**config.mk**
```make
export PLATFORM = sky130hd
export DESIGN_NAME = sume
export DESIGN_NICKNAME = d
export VERILOG_FILES = /design/src/rtl/sume_pkg.sv /design/src/rtl/sume_acc.sv /design/src/rtl/sume.sv
export SDC_FILE = /design/constraint.sdc
export NUM_CORES = 1
export LEC_CHECK = 0
export CAP_MARGIN = 10
export CORE_ASPECT_RATIO = 2
export CORE_UTILIZATION = 51
export DETAILED_ROUTE_END_ITERATION = 10
export GPL_ROUTABILITY_DRIVEN = 0
export PLACE_DENSITY = 0.75
export SLEW_MARGIN = 20
export SYNTH_ARGS = -nofsm -noshare
export SYNTH_HDL_FRONTEND = slang
export SYNTH_SLANG_ARGS = --single-unit
```
**constraint.sdc**
```tcl
create_clock -name clk -period 2.32 [get_ports clk]
set_input_delay 0.464 -clock clk [delete_from_list [all_inputs] [get_ports clk]]
set_output_delay 0.464 -clock clk [all_outputs]
set_load 0.05 [all_outputs]
```
**src/rtl/sume_pkg.sv**
```systemverilog
// sume_pkg: shared widths, frame FSM state encoding and digit conditioning
// for the sequential decimal adder.
package sume_pkg;

  localparam int DIGIT_W   = 4;   // one BCD digit per cycle
  localparam int WORD_W    = 12;  // binary operand / sum width
  localparam int NDIG      = 3;   // digits per operand
  localparam int MAX_DIGIT = 9;

  // S0..S2 accumulate w1, S3..S5 accumulate w2, S6 registers the sum.
  typedef enum logic [2:0] {S0, S1, S2, S3, S4, S5, S6} state_t;

  // Non-decimal codes (10..15) are clamped to 9 rather than rejected.
  function automatic logic [DIGIT_W-1:0] sat_digit(input logic [DIGIT_W-1:0] x);
    return (x > DIGIT_W'(MAX_DIGIT)) ? DIGIT_W'(MAX_DIGIT) : x;
  endfunction

endpackage

```
**src/rtl/sume_acc.sv**
```systemverilog
// sume_acc: combinational decimal accumulator step.
//   acc   in  WORD_W   running binary value
//   digit in  DIGIT_W  incoming decimal digit (saturated to 9)
//   first in  1        start a new operand (ignore acc)
//   nxt   out WORD_W   first ? d : acc*10 + d
module sume_acc
  import sume_pkg::*;
(
  input  logic [WORD_W-1:0]  acc,
  input  logic [DIGIT_W-1:0] digit,
  input  logic               first,
  output logic [WORD_W-1:0]  nxt
);

  logic [WORD_W-1:0] d_ext;
  logic [WORD_W-1:0] x10;

  assign d_ext = WORD_W'(sat_digit(digit));
  // acc*10 as shift-add; operands never exceed 999 so 12 bits suffice.
  assign x10   = (acc << 3) + (acc << 1);
  assign nxt   = first ? d_ext : x10 + d_ext;

endmodule

```
**src/rtl/sume.sv**
```systemverilog
// sume: 7-cycle frame decimal adder. Captures two 3-digit decimal operands
// MSD first, one digit per clock, converting to binary on the fly, then
// registers their binary sum on the 7th edge.
//   clk     in  1   rising-edge clock
//   n_reset in  1   async active-low reset, clears FSM and outputs
//   sample  in  4   current decimal digit
//   w1      out 12  first operand (binary)
//   w2      out 12  second operand (binary)
//   sum     out 12  w1 + w2 (binary)
module sume
  import sume_pkg::*;
(
  input  logic               clk,
  input  logic               n_reset,
  input  logic [DIGIT_W-1:0] sample,
  output logic [WORD_W-1:0]  w1,
  output logic [WORD_W-1:0]  w2,
  output logic [WORD_W-1:0]  sum
);

  state_t            state, state_nxt;
  logic [WORD_W-1:0] w1_nxt, w2_nxt;

  sume_acc u_acc_w1 (
    .acc   (w1),
    .digit (sample),
    .first (state == S0),
    .nxt   (w1_nxt)
  );

  sume_acc u_acc_w2 (
    .acc   (w2),
    .digit (sample),
    .first (state == S3),
    .nxt   (w2_nxt)
  );

  // Free-running frame counter; no handshake, source must stay aligned.
  always_comb begin
    state_nxt = S0;
    case (state)
      S0:      state_nxt = S1;
      S1:      state_nxt = S2;
      S2:      state_nxt = S3;
      S3:      state_nxt = S4;
      S4:      state_nxt = S5;
      S5:      state_nxt = S6;
      default: state_nxt = S0;
    endcase
  end

  always_ff @(posedge clk or negedge n_reset) begin
    if (!n_reset) begin
      state <= S0;
      w1    <= '0;
      w2    <= '0;
      sum   <= '0;
    end else begin
      state <= state_nxt;
      case (state)
        S0, S1, S2: w1  <= w1_nxt;
        S3, S4, S5: w2  <= w2_nxt;
        S6:         sum <= w1 + w2;  // max 1998, MSB stays 0
        default:    ;
      endcase
    end
  end

endmodule

```
* Yosys cells after proc, flatten, opt, wreduce, memory -nomap -nowiden
Cells that the tools add are included.
Storage, ports and cells: flip-flop bits (word level) 39, input bits 6, output and inout bits 36, word-level logic and storage cells 23
Operators by class: $add $sub $neg 5, magnitude comparators 1, equal/unequal tests 6, multiplexer cells 4, reduce and logical (&&, ||, !) cells 3
Operators by type and width (count):
- adder 12 bit | 3
- adder 12 x 4 -> 12 bit | 2
- two-way mux 12 bit | 2
- one-hot mux 3 bit (6 select lines) | 1
- equality test 3 bit, second input constant | 3
- equality test 3 x 2 -> 1 bit, second input constant | 2
- OR reduction 3 bit | 2
- greater-than comparator 4 bit, second input constant | 1
- two-way mux 4 bit | 1
- equality test 3 x 1 -> 1 bit, second input constant | 1
- logical NOT 3 bit | 1

* Depth between registers and ports, before layout
Gate-level depths: netlist (run 1).
depth in word-level cells 4, mapped depth 11, depth with buffers taken out 10

* By module
A second synthesis (run 1) with hierarchy kept.
Second synthesis, totals: cell total of the unflattened synthesis 313, area, all modules 3158.0 µm²
By module, submodules not included:
- sume | instances 1, cells an instance 153, area an instance 1906.8 µm², sequential area each 975.9 µm²
- sume_acc | instances 2, cells an instance 80, area an instance 625.6 µm², sequential area each 0.0 µm²

* Worst setup path before layout (run 1)
Ideal clock, no wire load.
path type input -> register, start in sample[3], end reg w2[10], arrival 2.589 ns, setup slack -0.390 ns, stages on the path 11, path buffers 1, cell sequence clkbuf_1 -> nand2b_1 -> inv_1 -> ha_1 -> ha_1 -> fa_1 -> a21oi_1 -> o211ai_1 -> a31oi_1 -> xnor2_1 -> a22o_1
Between the ends: cells in the longest elaborated chain, start to end 4
RTL lines:
- start: declaration | RTL line sume.sv:15 | input logic [DIGIT_W-1:0] sample,
- greater-than comparator 4 bit | RTL line sume_pkg.sv:15 | return (x > DIGIT_W'(MAX_DIGIT)) ? DIGIT_W'(MAX_DIGIT) : x;
- two-way mux 4 bit * | RTL line sume_pkg.sv:15
- adder 12 x 4 -> 12 bit * | RTL line sume_acc.sv:21 | assign nxt = first ? d_ext : x10 + d_ext;
- two-way mux 12 bit * | RTL line sume_acc.sv:21
- end signal: assignment | RTL line sume.sv:62 | S3, S4, S5: w2 <= w2_nxt;
- end: declaration | RTL line sume.sv:17 | output logic [WORD_W-1:0] w2,
Every way passes the cells marked *; elsewhere a longest branch is shown, timed or not. A chain may end at the register's enable or synchronous reset.

* Worst setup path after layout (run 1)
start reg w1[2], end reg sum[11]
Between the ends: cells in the longest elaborated chain, start to end 1
RTL lines:
- start: declaration | RTL line sume.sv:16 | output logic [WORD_W-1:0] w1,
- start signal: assignment | RTL line sume.sv:61 | S0, S1, S2: w1 <= w1_nxt;
- adder 12 bit | RTL line sume.sv:63 | S6: sum <= w1 + w2;
- end signal: assignment | RTL line sume.sv:63
- end: declaration | RTL line sume.sv:18 | output logic [WORD_W-1:0] sum
Every way passes these cells.

==> results.json, run 1 <==
{
  "run_status": "complete, but fails checks",
  "failing_checks": "DRC",
  "totalNegativeSetupSlack_ns": 0,
  "stdcell_count": 491,
  "first_iter_violations": 165,
  "max_freq_ghz": 0.447,
  "sw_frac_of_total": 0.500,
  "r2r-start": "w1[2]",
  "leakage_uw": 0.00194,
  "dpl_cell_area_um2": 4010,
  "htree_levels": 2,
  "dp.cells": 474,
  "crit_arrival_ns": 2.41,
  "min_path_type": "primary input to async pin",
  "grt_start_max_net_pins": 26,
  "synthArstFlopShare": 1.00,
  "timing.hold.ws_ns": 0.115,
  "powerDensity_nw_per_um2": 1660,
  "final_count_of_hold_timing_violations": 0,
  "skew_ns": 0.00738,
  "worst_setup_path_startpoint": "w1[2]",
  "yosysWarningCount": 0,
  "synth-seq-cells": 39,
  "synth.lib_cells_used.distinct": 46,
  "final-max-slew-violation-count": 0,
  "ios": 42,
  "core.rowCount": 40,
  "seqPwrFrac": 0.172,
  "globalRouteOverflowTotal": 0,
  "criticalPathCategory": "flop to flop",
  "clkTransAtPathRegs_ns": 0.06,
  "synthCells": 348,
  "post-dp-hpwl_mm": 6.44,
  "core_um2": 6010,
  "total_via_count_after_detailed_routing": 2913,
  "max-cap-violations": 0,
  "num_antenna_cells": 0,
  "synthesis.nets": 406,
  "fillCellCount": 467,
  "antenna_left": 0,
  "grt_usage": 0.277,
  "totalWireLength_mm": 8.44,
  "area_delta_synth_final_pct": 34.6,
  "numCtsBuffers": 5,
  "worst-r2r-setup-slack_ns": 0.08,
  "post_route_cells_drive_above_1_share": 0.210,
  "vias_per_cell": 5.93,
  "report.final.setup_viol": 0,
  "worst_path_required_ns": 2.50,
  "critical_path.endpoint": "sum[11]",
  "dominantRegCellSynth": "sky130_fd_sc_hd__dfrtp_1",
  "timing.critical_path.to_type": "flop",
  "power_uw": 7150,
  "wl_per_cell_um": 17.2,
  "clkPwrFrac": 0.095,
  "number_of_synthesized_flops_with_an_enable_pin": 0,
  "synthesis.area_um2": 3190,
  "nets": 485,
  "worst_setup_path_start_kind": "flop",
  "max-slew-margin-rel": 0.602,
  "p_switching_uw": 3570,
  "irDropWorstVdd_v": 0.000663,
  "postLayoutCellArea_um2": 4300,
  "cts-root-to-sink-buffers": 2,
  "fp.dieArea_um2": 6600,
  "layout_common_cells": "sky130_fd_sc_hd__buf_4 (41), sky130_fd_sc_hd__nand2_1 (39), sky130_fd_sc_hd__ha_1 (39), sky130_fd_sc_hd__clkdlybuf4s50_1 (37), sky130_fd_sc_hd__dfrtp_1 (32)",
  "cellInternalPower_uw": 3570,
  "route.detailed.drc": 3,
  "vias_in_the_first_global_route": 2955,
  "clkSinkCount": 39,
  "place.port_buffers": 41,
  "worst_slew_pin_slew_ns": 0.598,
  "ys_seq_area_frac": 0.306,
  "rr_endpoint": "sum[11]",
  "cts_tree": "built",
  "power.share.combinational": 0.733,
  "initial_core_util": 0.531,
  "syn-mean-instance-area_um2": 9.17,
  "clk_latency_ns": 0.29,
  "final_common_cell": "sky130_fd_sc_hd__buf_4",
  "portion_of_the_clock_cycle_consumed_by_the_worst_path_in_the_final_layout": 0.964,
  "die_boundary_width_um": 57.9,
  "chipHeight_um": 114,
  "r2r.worst_path.cells": 7,
  "grt_antenna_before_repair": 0,
  "drt_pre_antenna_iters": 7,
  "clockRootBuffer": "sky130_fd_sc_hd__clkbuf_16",
  "min_period_ns": 2.24,
  "first_pass_grt_wire_length_mm": 13.9,
  "critPathMaxFanout": 5
}
==> worst max-delay path, stage by stage, from the launching register on <==
cell and delay [ns]:
sky130_fd_sc_hd__dfrtp_2 0.42, sky130_fd_sc_hd__buf_4 0.17, sky130_fd_sc_hd__ha_1 0.35, sky130_fd_sc_hd__o21ai_0 0.12, sky130_fd_sc_hd__o21a_1 0.23, sky130_fd_sc_hd__nor4_1 0.49
sky130_fd_sc_hd__nor4_1 0.10, sky130_fd_sc_hd__o31a_1 0.25
==> power by group through the flow <==
stage	Sequential (µW)	Combinational [µW]	Clock [µW]
3_3_place_gp	1230	4970	0
4_1_cts	1230	5100	684
3_5_place_dp	1240	5070	0
6_report	1230	5240	678
5_1_grt	1260	5750	715
2_1_floorplan	1980	2890	0
==> timing repair <==
item                       4_1_cts  5_1_grt
pin swaps                       13       16
hold buffers                     0        0
setup endpoints to repair       12        9
buffers inserted                 9        0
gates resized for setup          8       10
==> worst min-delay path by stage <==
stage | cells after the start | end | slack [ns]
after floorplan | 0 | state[0] | 0.17
after global placement | 1 | w1[11] | 0.43
after detailed placement | 1 | w1[7] | 0.44
after CTS | 1 | sum[7] | 0.13
after global routing | 1 | w1[8] | 0.15
final | 1 | w1[7] | 0.12
==> cells in the mapped netlist (all sizes together) (3+ instances only) <==
cell type	number	area [µm²]
o211ai	7	52.6
inv	10	37.5
nor3	6	30.0
nand2b	7	43.8
nor2b	4	25.0
a211oi	6	45.0
a22o	8	70.1
o21ai	28	140
a31oi	4	25.0
fa	3	60.1
ha	49	613
xor2	10	87.6
dfrtp	39	976
mux2i	3	30.0
a21o	11	83.8
nand2	39	146
nor3b	5	37.5
xnor2	14	123
nand3	5	25.0
mux2	5	56.3
o21a	5	37.5
nor2	23	86.3
clkbuf	7	26.3
buf	3	13.8
a21oi	20	100
a22oi	3	22.5
==> through the flow <==
stage	setup WS (ns)	utilization
after floorplan	-0.0390	-
after global placement	-0.446	0.667
after detailed placement	-0.505	0.667
after CTS	0.0248	0.705
after global routing	-0.00985	0.715
final	0.0842	0.715
==> sequential cells by signal (all words and copies together) (netlist names) <==
name   flops
state      3
sum       12
w2        12
w1        12
==> kinds of logic after synthesis <==
| group | synth area share |
|---|---|
| DFF | 0.306 |
| and+or+nand+nor | 0.144 |
| buffers and inverters | 0.0243 |
| xor gates and xnor gates | 0.0659 |
| AOI/OAI and AO/OA | 0.222 |
| adders and majority gates | 0.211 |
| muxes | 0.0270 |
==> per-layer routing <==
metal	vias up	track usage	routed length [µm]
li1	1448	-	-
met1	1379	0.280	3180
met5	-	0	0
met4	0	0.137	276
met2	66	0.529	4780
met3	20	0.0397	206
==> cell type report <==
class / count / area [µm²] / share of cell area
repair buffers: 82 / 706 / 0.164
clock buffers: 5 / 125 / 0.0291
flip-flops and latches: 39 / 985 / 0.229
clock inverters: 3 / 15.0 / 0.00350
multi-input cells: 289 / 2350 / 0.546
inverters: 10 / 40.0 / 0.00932
well taps: 63 / 78.8 / 0.0184
Power figures use the tool's default switching activity.
==> run 2: changes to the inputs <==
--- a/config.mk
+++ b/config.mk
@@ -8,6 +8,7 @@
 export CAP_MARGIN = 10
 export CORE_ASPECT_RATIO = 2
 export CORE_UTILIZATION = 51
+export CTS_CLUSTER_DIAMETER = 150
 export DETAILED_ROUTE_END_ITERATION = 10
 export GPL_ROUTABILITY_DRIVEN = 0
 export PLACE_DENSITY = 0.75
==> results of run 2 <==
No change in the layout: final DEF, timing and power equal those of run 1.
